===== config.mk =====
export PLATFORM = sky130hd
export DESIGN_NAME = csa_block_serial_adder
export DESIGN_NICKNAME = d
export VERILOG_FILES = /design/src/rtl/csa_block_serial_adder.sv
export SDC_FILE = /design/constraint.sdc
export NUM_CORES = 1
export LEC_CHECK = 0
export CAP_MARGIN = 25
export CORE_MARGIN = 2
export CORE_UTILIZATION = 53
export CTS_BUF_LIST = sky130_fd_sc_hd__clkbuf_4
export DETAILED_ROUTE_END_ITERATION = 8
export PLACE_DENSITY_LB_ADDON = 0.25
export SYNTH_ARGS = -nofsm -noshare
export SYNTH_HDL_FRONTEND = slang
export SYNTH_SLANG_ARGS = --single-unit

===== constraint.sdc =====
create_clock -name clk -period 4.9 [get_ports clk]
set_input_delay 0.98 -clock clk [delete_from_list [all_inputs] [get_ports clk]]
set_output_delay 0.98 -clock clk [all_outputs]
set_load 0.03 [all_outputs]

===== src/rtl/csa_block_serial_adder.sv =====
// Wide adder that reuses one 8-bit carry-skip adder. Each cycle it adds one byte
// slice, least-significant slice first, and registers the carry for the next slice.

module jcarryskipadder (
  input  logic [7:0] a,
  input  logic [7:0] b,
  input  logic       cin,
  output logic [7:0] y,
  output logic       cout
);

  logic [7:0]      p;
  logic [7:0]      g;
  logic [2:0]      c_blk;
  logic [1:0][4:0] rc;

  assign p = a ^ b;
  assign g = a & b;

  // Two 4-bit ripple blocks; a block whose bits all propagate passes its carry-in straight through.
  always_comb begin
    c_blk    = '0;
    rc       = '0;
    y        = '0;
    c_blk[0] = cin;
    for (int k = 0; k < 2; k++) begin
      rc[k][0] = c_blk[k];
      for (int i = 0; i < 4; i++) begin
        y[4*k+i]   = p[4*k+i] ^ rc[k][i];
        rc[k][i+1] = g[4*k+i] | (p[4*k+i] & rc[k][i]);
      end
      c_blk[k+1] = (&p[4*k +: 4]) ? c_blk[k] : rc[k][4];
    end
  end

  assign cout = c_blk[2];

endmodule

module csa_block_serial_adder #(
  parameter int WIDTH = 32
) (
  input  logic             clk,
  input  logic             rst,
  input  logic             start_valid,
  output logic             start_ready,
  input  logic [WIDTH-1:0] a,
  input  logic [WIDTH-1:0] b,
  input  logic             cin,
  output logic             result_valid,
  input  logic             result_ready,
  output logic [WIDTH-1:0] sum,
  output logic             cout,
  output logic             busy
);

  localparam int N  = WIDTH / 8;
  localparam int CW = $clog2(N) + 1;

  typedef enum logic [1:0] {
    IDLE = 2'd0,
    RUN  = 2'd1,
    DONE = 2'd2
  } state_t;

  state_t          state;
  state_t          state_nxt;
  logic [WIDTH-1:0] a_sh;
  logic [WIDTH-1:0] b_sh;
  logic [WIDTH-1:0] sum_sh;
  logic [WIDTH-1:0] sum_shift;
  logic             carry;
  logic [CW-1:0]    cnt;
  logic [7:0]       slice_y;
  logic             slice_c8;
  logic             accept;
  logic             last_slice;

  jcarryskipadder u_slice (
    .a    (a_sh[7:0]),
    .b    (b_sh[7:0]),
    .cin  (carry),
    .y    (slice_y),
    .cout (slice_c8)
  );

  // The new slice enters at the top so the first slice ends up in bits [7:0].
  generate
    if (WIDTH == 8) begin : g_one_slice
      assign sum_shift = slice_y;
    end else begin : g_multi_slice
      assign sum_shift = {slice_y, sum_sh[WIDTH-1:8]};
    end
  endgenerate

  assign accept     = (state == IDLE) && start_valid;
  assign last_slice = (cnt == CW'(N - 1));

  always_ff @(posedge clk or posedge rst) begin
    if (rst) begin
      state <= IDLE;
    end else begin
      state <= state_nxt;
    end
  end

  always_comb begin
    state_nxt = state;
    case (state)
      IDLE:    if (start_valid)  state_nxt = RUN;
      RUN:     if (last_slice)   state_nxt = DONE;
      DONE:    if (result_ready) state_nxt = IDLE;
      default: state_nxt = IDLE;
    endcase
  end

  always_ff @(posedge clk or posedge rst) begin
    if (rst) begin
      a_sh   <= '0;
      b_sh   <= '0;
      sum_sh <= '0;
      carry  <= 1'b0;
      cnt    <= '0;
    end else if (accept) begin
      a_sh   <= a;
      b_sh   <= b;
      sum_sh <= '0;
      carry  <= cin;
      cnt    <= '0;
    end else if (state == RUN) begin
      a_sh   <= a_sh >> 8;
      b_sh   <= b_sh >> 8;
      sum_sh <= sum_shift;
      carry  <= slice_c8;
      cnt    <= cnt + 1'b1;
    end
  end

  assign start_ready  = (state == IDLE);
  assign result_valid = (state == DONE);
  assign busy         = (state != IDLE);
  assign sum          = sum_sh;
  assign cout         = carry;

endmodule


## Word level (Yosys, flattened, before mapping)

Cells that the tools add are included.

| storage, ports and cells | value |
|---|---|
| flip-flop bits (word level) | 102 |
| bits in latches | 0 |
| memory bits (writable) | 0 |
| ROM bits | 0 |
| input port bits | 69 |
| output and inout bits | 36 |
| word-level logic and storage cells | 62 |
| memories | 0 |

| cells by class | value |
|---|---|
| add/subtract/negate cells | 1 |
| multiply operators | 0 |
| divide/modulo/power cells | 0 |
| order comparisons | 0 |
| equality and inequality tests | 6 |
| shift operators | 0 |
| multiplexer cells | 16 |
| bitwise gates (word level) | 26 |
| reduce and logical (&&, ||, !) cells | 7 |

Operator list:

| operator | count |
|---|---|
| two-way mux 32 bit | 6 |
| bitwise AND 1 bit | 8 |
| bitwise AND 8 bit | 1 |
| bitwise OR 1 bit | 8 |
| AND reduction 4 bit | 2 |
| bitwise XOR 1 bit | 8 |
| bitwise XOR 8 bit | 1 |
| two-way mux 2 bit | 3 |
| two-way mux 3 bit | 2 |
| one-hot mux 2 bit (3 select lines) | 1 |
| two-way mux 1 bit | 4 |
| inequality test 2 bit, second input constant | 2 |
| nonzero test 2 bit | 2 |
| adder 3 x 1 -> 3 bit, second input constant | 1 |
| == test 3 x 2 -> 1 bit, second input constant | 1 |
| AND reduction 3 bit | 1 |
| == test 2 x 1 -> 1 bit, second input constant | 1 |
| == test 2 bit, second input constant | 1 |
| logical NOT 2 bit | 1 |
| inequality test 2 x 1 -> 1 bit, second input constant | 1 |
| logical AND 1 bit | 1 |

## Longest topological paths before layout

| depth | value |
|---|---|
| depth after elaboration | 21 |
| mapped depth | 14 |
| mapped depth without buffers | 14 |

## By module

Synthesis repeated with hierarchy kept, for this count alone.

| second synthesis, totals | value |
|---|---|
| cell total of the unflattened synthesis | 429 |
| area total of the unflattened synthesis | 4,877.2 µm² |

Modules (own cells, without submodules):

| module | times used | cells an instance | area each (µm²) | sequential area each (µm²) |
|---|---|---|---|---|
| csa_block_serial_adder | 1 | 399 | 4,544.4 | 2,552.4 |
| jcarryskipadder | 1 | 30 | 332.8 | 0.0 |

## Worst setup path before layout

No wires, ideal clock.

| path | value |
|---|---|
| path kind | register -> register |
| from | reg carry, in the netlist cout |
| to | reg sum_sh[31], in the netlist sum[31] |
| setup time | 0.125 ns |
| arrival | 4.123 ns |
| required time | 4.775 ns |
| setup slack | 0.652 ns |
| stages on the path, launching flop included | 14 |
| path buffers | 0 |
| clock period less this slack | 4.248 ns |
| cells stage by stage | dfrtp_1 > inv_1 > fa_1 > fa_1 > fa_1 > fa_1 > mux2_2 > fa_1 > fa_1 > fa_1 > inv_1 > fa_1 > nand2_1 > o21ai_1 |

| on the way | value |
|---|---|
| cells in the longest elaborated chain, start to end | 18 |

RTL lines:

| element | RTL line | text |
|---|---|---|
| start, declared | 72 | `logic carry;` |
| start signal, assigned | 128 | `carry <= cin;` |
| start signal, assigned | 134 | `carry <= slice_c8;` |
| bitwise AND 1 bit | 30 | `rc[k][i+1] = g[4*k+i] \| (p[4*k+i] & rc[k][i]);` |
| bitwise OR 1 bit | 30 |  |
| bitwise AND 1 bit | 30 |  |
| bitwise OR 1 bit | 30 |  |
| bitwise AND 1 bit | 30 |  |
| bitwise OR 1 bit | 30 |  |
| bitwise AND 1 bit | 30 |  |
| bitwise OR 1 bit | 30 |  |
| [... 2 more ...] | -- |  |
| bitwise OR 1 bit * | 30 |  |
| bitwise AND 1 bit * | 30 |  |
| bitwise OR 1 bit * | 30 |  |
| bitwise AND 1 bit * | 30 |  |
| bitwise OR 1 bit * | 30 |  |
| bitwise XOR 1 bit * | 29 | `y[4*k+i] = p[4*k+i] ^ rc[k][i];` |
| two-way mux 32 bit * | 130 | `end else if (state == RUN) begin` |
| two-way mux 32 bit * | 124 | `end else if (accept) begin` |
| end signal, assigned | 133 | `sum_sh <= sum_shift;` |
| end, declared | 70 | `logic [WIDTH-1:0] sum_sh;` |

Every way passes the cells marked *; elsewhere a longest branch is shown, timed or not. The select of a mux whose other input is x is not followed.
A chain may end at the register's enable or synchronous reset.

## Worst setup path in the final report

Same ends and word-level chain as after synthesis.

==> impl_metrics.ini <==
[timing]
skew_ps = 23.57
fin_crit_sh_pct = 87.44
setup_viol = 0
rsz0062_at_grt = false
worst_slew_pin_slew_ps = 1035
timing.hold.ws_ps = 516.9
fmax_mhz = 233.4
drv_slew = 0
min_period_ps = 4285
setup-tns-final_ps = 0
slew_headroom_pct = 30.85
finalHoldViolCount = 0

[grt]
overflow = 0
antenna_found_initial = 0
grt_pass1_wl_mm = 19.76
grt_max_degree = 76
grt_pass1_vias = 3955
grtUsageTotal_pct = 23.81

[place]
io_buffers = 104
hpwlAfterDp_mm = 8.070
routabilityCongestion = 0.8839
place_area_um2 = 6140

[critical_path]
cpMaxStageDelayCell = fa_1
regToRegSetupSlack_ps = 620
critPathMaxFanout = 3
slowest_delay_ps = 460
crit_chain = inv_1 -> fa_1 -> fa_1 -> fa_1 -> fa_1 -> mux2_2 -> fa_1 -> fa_1 -> fa_1 -> inv_1 -> fa_1 -> nand2_1 -> o21ai_1
crit_top_cell = fa_1
arrival_ps = 4610
crit_path_end_kind = register
path_buf_inv = 2
reg2reg_depth = 13
timing.rr.start = cout
cp.required_ps = 5220
path_class = register to register
cp-start-kind = register
reg2reg_to = sum[31]
crit_family = adder cells

[synth]
yosysUniqueCellTypes = 29
yosysMostFrequentCell = dfrtp_1
synth_ff_type = dfrtp_1
async_reset_ff_share_pct = 100.0
netlist_area_um2 = 5197
synth.net_count = 611
seq_area_frac_synth_pct = 49.11
ys_ff_latch = 102
ys_top_cells_by_area = dfrtp_1, a22oi_1, o21ai_1
synth_mux_area_share_pct = 0.2167
synth_compound_area_share_pct = 24.12
synth-edff-count = 0
synth-xor-area-share_pct = 0
synth_fa_ha_area_share_pct = 5.489
synthCells = 524
synth_simple_gate_area_share_pct = 13.53
synth_top_area_cell = dfrtp_1
syn_avg_cell_area_um2 = 9.919
synth_top_family_by_area = compound AO/OA/AOI/OAI gates
synth_common_cells = dfrtp_1, nand2_1, o21ai_1, a22oi_1, a21oi_1
synth_warnings = 0
synth_top_area_share_pct = 49.11

[cts]
clkTransAtPathRegs_ps = 150
cts_hold_buf = 0
clk_latency_ps = 440
numCtsBuffers = 9
h-tree-depth = 3
post_cts_resized = 0
cts_setup_buffers = 0
cts-root-buf = clkbuf_4
cts_sinks = 102
cts_buffer_depth = 2
tritoncts = yes

[finish]
syn_to_final_growth_pct = 21.33
finalInstanceArea_um2 = 6306
antenna_cells = 0
drive_above_1_share_pct = 10.51
final_nets = 691

[routing]
vias = 4190
met3_length_um = 660
met1Wirelength_mm = 5.460
drt_pass1_iterations = 5
totalWireLength_mm = 12.18
avgViaCountPerCell = 5.647
drc = 0
drt-wirelength-per-cell_um = 16.42
ant_nets = 0
drt_iter0_markers = 275
maxUsedRoutingLayer = met4
dr_wl_met2_mm = 5.834

[floorplanning]
die_w_um = 103.0
io_pins = 105
core-area_um2 = 9639
rows = 36
die_area_um2 = 10620
dieHeight_um = 103.0
start_util_pct = 53.92

[worst_hold_path]
hold-path-endpoint = a_sh[16]
hp-class = register to register
min-delay-start = a_sh[24]
holdPathStages = 2

[status]
outcome = finished clean

[run]
drv_cap = 0

[pwr]
vdd_ir_drop_max_mv = 0.3027
p_leak_nw = 2.632
cellPowerDensity_nw_per_um2 = 591.9
[flip-flops by register name (all words and copies together) (netlist names)]
signal / flops
sum: 32
state: 2
a_sh: 32
cout: 1
cnt: 3
b_sh: 32
[cell families after synthesis]
| kind of cell | Yosys count |
|---|---|
| mux | 1 |
| simple gates | 137 |
| compound gates | 202 |
| fa+ha+maj | 18 |
| flops | 102 |
| buf+inv | 64 |
[power breakdown]
| group | switching [mW] | internal [mW] |
|---|---|---|
| logic | 1.12 | 0.745 |
| clock network | 0.275 | 0.110 |
| registers | 0.293 | 1.18 |
[stage by stage]
stage	worst slack (ps)	cells	power [mW]	util (%)
after floorplan	652.4	524	2.853	-
after global placement	777.5	724	3.289	63.69
after detailed placement	665.2	724	3.358	63.69
after CTS	641.0	740	3.738	64.85
after global routing	522.9	742	4.013	65.42
final	615.3	742	3.732	65.42
[layout make-up]
type                            count  area (µm²)
Clock buffer                       10       75.07
Clock inverter                      6       36.28
Fill cell                         787        3333
Inverter                           20       77.57
Multi-Input combinational cell    358        2253
Sequential cell                   102        2554
Tap cell                          133       166.4
Timing Repair Buffer              113        1144
[how the worst max path moves through the flow]
stage | start | to | depth (start not counted) | slack, ps
after CTS | cout | sum[31] | 13 | 640
after floorplan | cout | sum[31] | 13 | 650
after global placement | cout | sum[31] | 13 | 780
after global routing | cout | sum[31] | 13 | 520
final | cout | sum[31] | 13 | 620
after detailed placement | cout | sum[31] | 13 | 670
[cells in the final DEF, fill, tap and decap left out, types with 8 or more instances in the layout]
cell,count
dfrtp_1,101
o21ai_1,61
nand3_1,8
o21ai_2,16
nor2b_1,34
o21ai_0,24
nand2_2,16
clkdlybuf4s50_1,103
a22oi_1,48
a2bb2oi_1,14
clkbuf_4,10
inv_1,19
ha_1,10
fa_1,8
nand2_1,70
a21oi_1,36
[worst reg2reg max path, cell delays in order (launching register included)]
cell and delay (ps):
dfrtp_1 410, inv_1 100, fa_1 460, fa_1 400, fa_1 390, fa_1 360
mux2_2 290, fa_1 390, fa_1 400, fa_1 380, inv_1 80, fa_1 420
nand2_1 70, o21ai_1 60
[layer usage]
layer | vias up | track usage (%)
met3 | 19 | 3.119
met4 | 0 | 7.591
met1 | 2049 | 35.63
li1 | 1982 | -
met5 | - | 0
met2 | 140 | 36.31
Power figures use the tool's default switching activity.
